--- src/rtl/alu_result_fifo.sv ---
// ---------------------------------------------------------------------------
// alu_result_fifo
// Capture stage behind the 4-bit ALU. Each valid ALU output is stored
// together with its opcode and carry flag in a small first-word-fall-through
// FIFO. The consumer reads the FIFO over a valid/ready handshake. A sticky
// overflow flag and a saturating carry-event counter are kept for status.
//
// Ports
//   clk_i          system clock, rising edge
//   rst_i          asynchronous active-high reset
//   clr_i          synchronous clear of overflow_o and carry_cnt_o only
//   in_valid_i     ALU output is valid this cycle (capture strobe)
//   in_code_i      opcode that produced in_result_i
//   in_result_i    ALU result
//   in_flag_c_i    ALU carry/borrow flag
//   in_ready_o     FIFO not full
//   out_valid_o    FIFO not empty
//   out_ready_i    consumer accepts the head entry
//   out_code_o     head opcode (0 when empty)
//   out_result_o   head result (0 when empty)
//   out_flag_c_o   head carry flag (0 when empty)
//   level_o        number of stored entries, 0..DEPTH
//   overflow_o     sticky, set when a capture is dropped
//   carry_cnt_o    accepted entries with carry set, saturates at 255
// ---------------------------------------------------------------------------
module alu_result_fifo #(
  parameter int DEPTH  = 4,
  parameter int RES_W  = 8,
  parameter int CODE_W = 3
) (
  input  logic                       clk_i,
  input  logic                       rst_i,
  input  logic                       clr_i,
  input  logic                       in_valid_i,
  input  logic [CODE_W-1:0]          in_code_i,
  input  logic [RES_W-1:0]           in_result_i,
  input  logic                       in_flag_c_i,
  output logic                       in_ready_o,
  output logic                       out_valid_o,
  input  logic                       out_ready_i,
  output logic [CODE_W-1:0]          out_code_o,
  output logic [RES_W-1:0]           out_result_o,
  output logic                       out_flag_c_o,
  output logic [$clog2(DEPTH):0]     level_o,
  output logic                       overflow_o,
  output logic [7:0]                 carry_cnt_o
);

  localparam int PTR_W = $clog2(DEPTH);
  localparam int LVL_W = PTR_W + 1;
  localparam int ENT_W = CODE_W + RES_W + 1;

  logic [ENT_W-1:0] mem_q [DEPTH];
  logic [PTR_W-1:0] wr_ptr_q, wr_ptr_d;
  logic [PTR_W-1:0] rd_ptr_q, rd_ptr_d;
  logic [LVL_W-1:0] level_q, level_d;
  logic             overflow_q, overflow_d;
  logic [7:0]       carry_cnt_q, carry_cnt_d;

  logic             full_s;
  logic             empty_s;
  logic             push_s;
  logic             pop_s;
  logic             drop_s;
  logic [ENT_W-1:0] head_s;

  // Full/empty come from the occupancy count, never from pointer equality.
  assign full_s  = (level_q == LVL_W'(DEPTH));
  assign empty_s = (level_q == {LVL_W{1'b0}});

  // The ALU cannot be stalled: a capture while full is lost, even if the
  // consumer pops on the same edge.
  assign push_s = in_valid_i && !full_s;
  assign pop_s  = out_ready_i && !empty_s;
  assign drop_s = in_valid_i && full_s;

  // Next-state computation for pointers, level and status registers.
  always_comb begin
    wr_ptr_d    = wr_ptr_q;
    rd_ptr_d    = rd_ptr_q;
    level_d     = level_q;
    overflow_d  = overflow_q;
    carry_cnt_d = carry_cnt_q;

    if (push_s) begin
      wr_ptr_d = wr_ptr_q + PTR_W'(1);
    end else begin
      wr_ptr_d = wr_ptr_q;
    end

    if (pop_s) begin
      rd_ptr_d = rd_ptr_q + PTR_W'(1);
    end else begin
      rd_ptr_d = rd_ptr_q;
    end

    case ({push_s, pop_s})
      2'b10:   level_d = level_q + LVL_W'(1);
      2'b01:   level_d = level_q - LVL_W'(1);
      default: level_d = level_q;
    endcase

    // A drop on the same edge as clr must still be reported.
    if (drop_s) begin
      overflow_d = 1'b1;
    end else if (clr_i) begin
      overflow_d = 1'b0;
    end else begin
      overflow_d = overflow_q;
    end

    // clr dominates a coincident increment.
    if (clr_i) begin
      carry_cnt_d = 8'd0;
    end else if (push_s && in_flag_c_i && (carry_cnt_q != 8'hFF)) begin
      carry_cnt_d = carry_cnt_q + 8'd1;
    end else begin
      carry_cnt_d = carry_cnt_q;
    end
  end

  // Control and status state with asynchronous reset.
  always_ff @(posedge clk_i or posedge rst_i) begin
    if (rst_i) begin
      wr_ptr_q    <= {PTR_W{1'b0}};
      rd_ptr_q    <= {PTR_W{1'b0}};
      level_q     <= {LVL_W{1'b0}};
      overflow_q  <= 1'b0;
      carry_cnt_q <= 8'd0;
    end else begin
      wr_ptr_q    <= wr_ptr_d;
      rd_ptr_q    <= rd_ptr_d;
      level_q     <= level_d;
      overflow_q  <= overflow_d;
      carry_cnt_q <= carry_cnt_d;
    end
  end

  // Entry storage; contents are don't-care until written, so no reset.
  always_ff @(posedge clk_i) begin
    if (push_s) begin
      mem_q[wr_ptr_q] <= {in_code_i, in_result_i, in_flag_c_i};
    end
  end

  // Fall-through head, forced to zero while the FIFO is empty.
  always_comb begin
    head_s = {ENT_W{1'b0}};
    if (!empty_s) begin
      head_s = mem_q[rd_ptr_q];
    end else begin
      head_s = {ENT_W{1'b0}};
    end
  end

  assign in_ready_o   = !full_s;
  assign out_valid_o  = !empty_s;
  assign out_code_o   = head_s[ENT_W-1 -: CODE_W];
  assign out_result_o = head_s[RES_W:1];
  assign out_flag_c_o = head_s[0];
  assign level_o      = level_q;
  assign overflow_o   = overflow_q;
  assign carry_cnt_o  = carry_cnt_q;

endmodule
--- config.mk ---
export PLATFORM = sky130hd
export DESIGN_NAME = alu_result_fifo
export DESIGN_NICKNAME = d
export VERILOG_FILES = /design/src/rtl/alu_result_fifo.sv
export SDC_FILE = /design/constraint.sdc
export NUM_CORES = 1
export LEC_CHECK = 0
export CAP_MARGIN = 20
export CORE_MARGIN = 2
export CORE_UTILIZATION = 40
export DETAILED_ROUTE_END_ITERATION = 7
export PLACE_DENSITY = 0.62
export SYNTH_ARGS = -nofsm -noshare
export SYNTH_HDL_FRONTEND = slang
export SYNTH_SLANG_ARGS = --single-unit
--- constraint.sdc ---
create_clock -name clk_i -period 3.3 [get_ports clk_i]
set_input_delay 0.66 -clock clk_i [delete_from_list [all_inputs] [get_ports clk_i]]
set_output_delay 0.66 -clock clk_i [all_outputs]
set_load 0.005 [all_outputs]
==> flow_summary.yaml <==
status:
  status: "finished, final reports clean"
grt:
  antenna_found_initial: 0
  grt_usage_pct: 14.3
  grt_max_degree: 17
  grt_pass1_vias: 1574
  grt.overflow.total: 0
  grt_pass1_wl_um: 7850
detailed_routing:
  num_vias: 1494
  drt_iter0_drc: 64
  firstDrtPassIters: 4
  avgRoutedWirePerCell_um: 15.8
  dr_wl_met2_um: 2390
  wl_um: 4730
  dr.max_layer_used: "met4"
  ant_nets: 0
  drt-met1-wl_um: 2110
  viasPerCell: 5.00
  drc: 0
  wl_met3_um: 178
worst_hold_path:
  hp-class: "reg -> reg"
  hp-start: "level_o[2]$_DFFE_PP0P_"
  hold_depth: 1
  holdPathEnd: "level_o[2]$_DFFE_PP0P_"
floorplanning:
  die_w_um: 86.4
  coreArea_sq_um: 6680
  rows: 30
  die_area_sq_um: 7470
  ioPinCount: 43
  initial_core_util_pct: 40.7
  fp.dieH_um: 86.4
clocking:
  h-tree-depth: 3
  clk_latency_ns: 0.33
  clk_pin_slew_ns: 0.07
  postCtsHoldBufs: 0
  cts_tree: "built"
  numCtsBuffers: 9
  cts_buffer_depth: 2
  clock-sinks: 64
  clockRootBuffer: "clkbuf_8"
  postCtsSetupBuffers: 0
  cts_resized: 0
synthesis:
  synth_top_cell_by_area: "edfxtp_1"
  syn_inst: 165
  ys_top_cells_by_area: "edfxtp_1 (53%), dfrtp_1 (15%), mux4_2 (9.9%)"
  synth-async-reset-ratio_pct: 25.0
  synth_cell_types: 34
  yosysWarnings: 0
  synthDominantCellAreaShare_pct: 53.0
  synth-edff-count: 48
  yosys_register_bits: 64
  synth_area_sq_um: 2720
  ys_seq_area_share_pct: 67.8
  synthFlopType: "edfxtp_1"
  syn_area_per_cell_sq_um: 16.5
  syn_nets: 189
critical_path:
  reg2reg_slack_ns: 0.93
  r2r_start: "level_o[0]$_DFFE_PP0P_"
  arrival_ns: 2.26
  crit_type: "reg -> out"
  reg2reg_to: "level_o[2]$_DFFE_PP0P_"
  r2r_cells: 9
  required_ns: 2.64
  cp-start-kind: "flop"
  worstPathMaxFanout: 8
  endpoint_kind: "output port"
placement:
  dpl.hpwl_um: 3170
  postPlaceCellArea_sq_um: 3220
  io_buffers: 42
  finalWeightedCongestion: 0.723
power:
  power_density_nw_per_um2: 821
  leakage_nw: 1.24
  max-vdd-ir-drop_uv: 393
  power_w: 0.00283
cells_and_area:
  final_area_sq_um: 3450
  final_nets: 238
  seq_area_sq_um: 1840
  area_delta_synth_final_pct: 27.0
  fillCellCount: 571
  antennaDiodeCount: 0
  multi_input_area_sq_um: 817
  drive_gt1_share_pct: 16.0
timing:
  tightest_slew_ns: 0.643
  fin_crit_sh_pct: 88.6
  fmax_mhz: 342
  hold_ws_ns: 0.512
  min_period_ns: 2.92
  grt_setup_unrepaired: "false"
  finalSetupViolations: 0
  drv_slew: 0
  fin_skew_ns: 0.00770
  relSlewSlack_pct: 57.1
  hold_viol_final: 0
  tns_ns: 0
run:
  max_cap_viol_count: 0
==> layout by cell type, fill, tap and decap left out, drive strengths merged, types with 3 or more instances in the layout <==
master	Yosys	layout
clkdlybuf4s50	0	42
nand2	7	7
mux2	4	4
nor2	4	4
nor2b	3	3
xnor2	3	3
clkbuf	2	9
edfxtp	48	48
ha	6	6
inv	10	12
dfrtp	16	16
a211oi	3	3
xor2	3	3
or3	3	3
and3	4	4
mux4	12	12
a21oi	3	3
and2	13	13
==> logic make-up (layout without fill, tap and decap cells) <==
family / after synthesis / in the layout / share of synthesized area (%)
flops: 64 / 64 / 67.8
simple gates: 46 / 46 / 10.1
fa+ha+maj: 7 / 7 / 3.50
xor+xnor: 6 / 6 / 1.93
compound gates: 9 / 9 / 2.16
buf+inv: 15 / 69 / 2.16
mux: 18 / 18 / 12.3
==> flip-flops by register name, indices dropped and copies added, names as in the netlist <==
register / count
mem_q: 48
carry_cnt_o: 8
level_o: 3
rd_ptr_q: 2
wr_ptr_q: 2
overflow_o: 1
==> worst max path at each step <==
stage / from / to / slack [ns] / cells past startpoint
final: rd_ptr_q[0]$_DFFE_PP0P_ / out_result_o[1] / 0.38 / 4
after global routing: rd_ptr_q[0]$_DFFE_PP0P_ / out_result_o[0] / 0.21 / 4
after CTS: rd_ptr_q[0]$_DFFE_PP0P_ / out_result_o[1] / 0.31 / 4
after detailed placement: rd_ptr_q[0]$_DFFE_PP0P_ / out_result_o[1] / 0.68 / 4
after global placement: rd_ptr_q[0]$_DFFE_PP0P_ / out_result_o[1] / 0.70 / 4
after floorplan: rd_ptr_q[0]$_DFFE_PP0P_ / out_code_o[0] / 1.20 / 4
==> metrics by stage <==
stage	std cells	utilization [%]	worst slack, ns
detailed placement	283	48.3	0.677
CTS	299	51.6	0.312
global route	299	51.6	0.207
floorplan	165	-	1.20
global placement	283	48.3	0.697
finish	299	51.6	0.376
==> critical path, stage by stage (launching register included) <==
cell and delay (ns):
dfrtp_1 0.54, buf_4 0.28, mux4_2 0.51, and2_1 0.17, clkdlybuf4s50_1 0.43
==> synth_stat cells (3+ instances only) <==
cell type and count:
xnor2_1 3, xor2_1 3, ha_1 6, a21oi_1 3
nor2_1 4, and3_1 4, mux2_2 4, and2_1 13
dfrtp_1 16, edfxtp_1 48, nor2b_1 3, mux4_2 12
inv_1 10, nand2_1 7, a211oi_1 3
==> final cells by class <==
cell class | instances | share of cell area (%)
multi-input combinational | 86 | 23.7
tap | 80 | 2.90
timing repair buffer | 43 | 12.4
sequential | 64 | 53.4
clock inverter | 7 | 2.97
inverter | 10 | 1.09
clock buffer | 9 | 3.59
==> report_power, final <==
| group | leakage [nW] | total (W) | internal (W) | switching, W |
|---|---|---|---|---|
| Combinational | 0.483 | 0.000909 | 0.000570 | 0.000339 |
| Sequential | 0.646 | 0.00117 | 0.00105 | 0.000120 |
| Clock | 0.110 | 0.000749 | 0.000433 | 0.000316 |
| Total | 1.24 | 0.00283 | 0.00206 | 0.000775 |
==> metal layers <==
layer,vias to the layer above,global-route usage [%]
li1,715,-
met1,743,18.1
met2,31,22.9
met3,5,4.67
met4,0,5.97
met5,-,0
No activity file was read; power rests on OpenSTA's default activity.
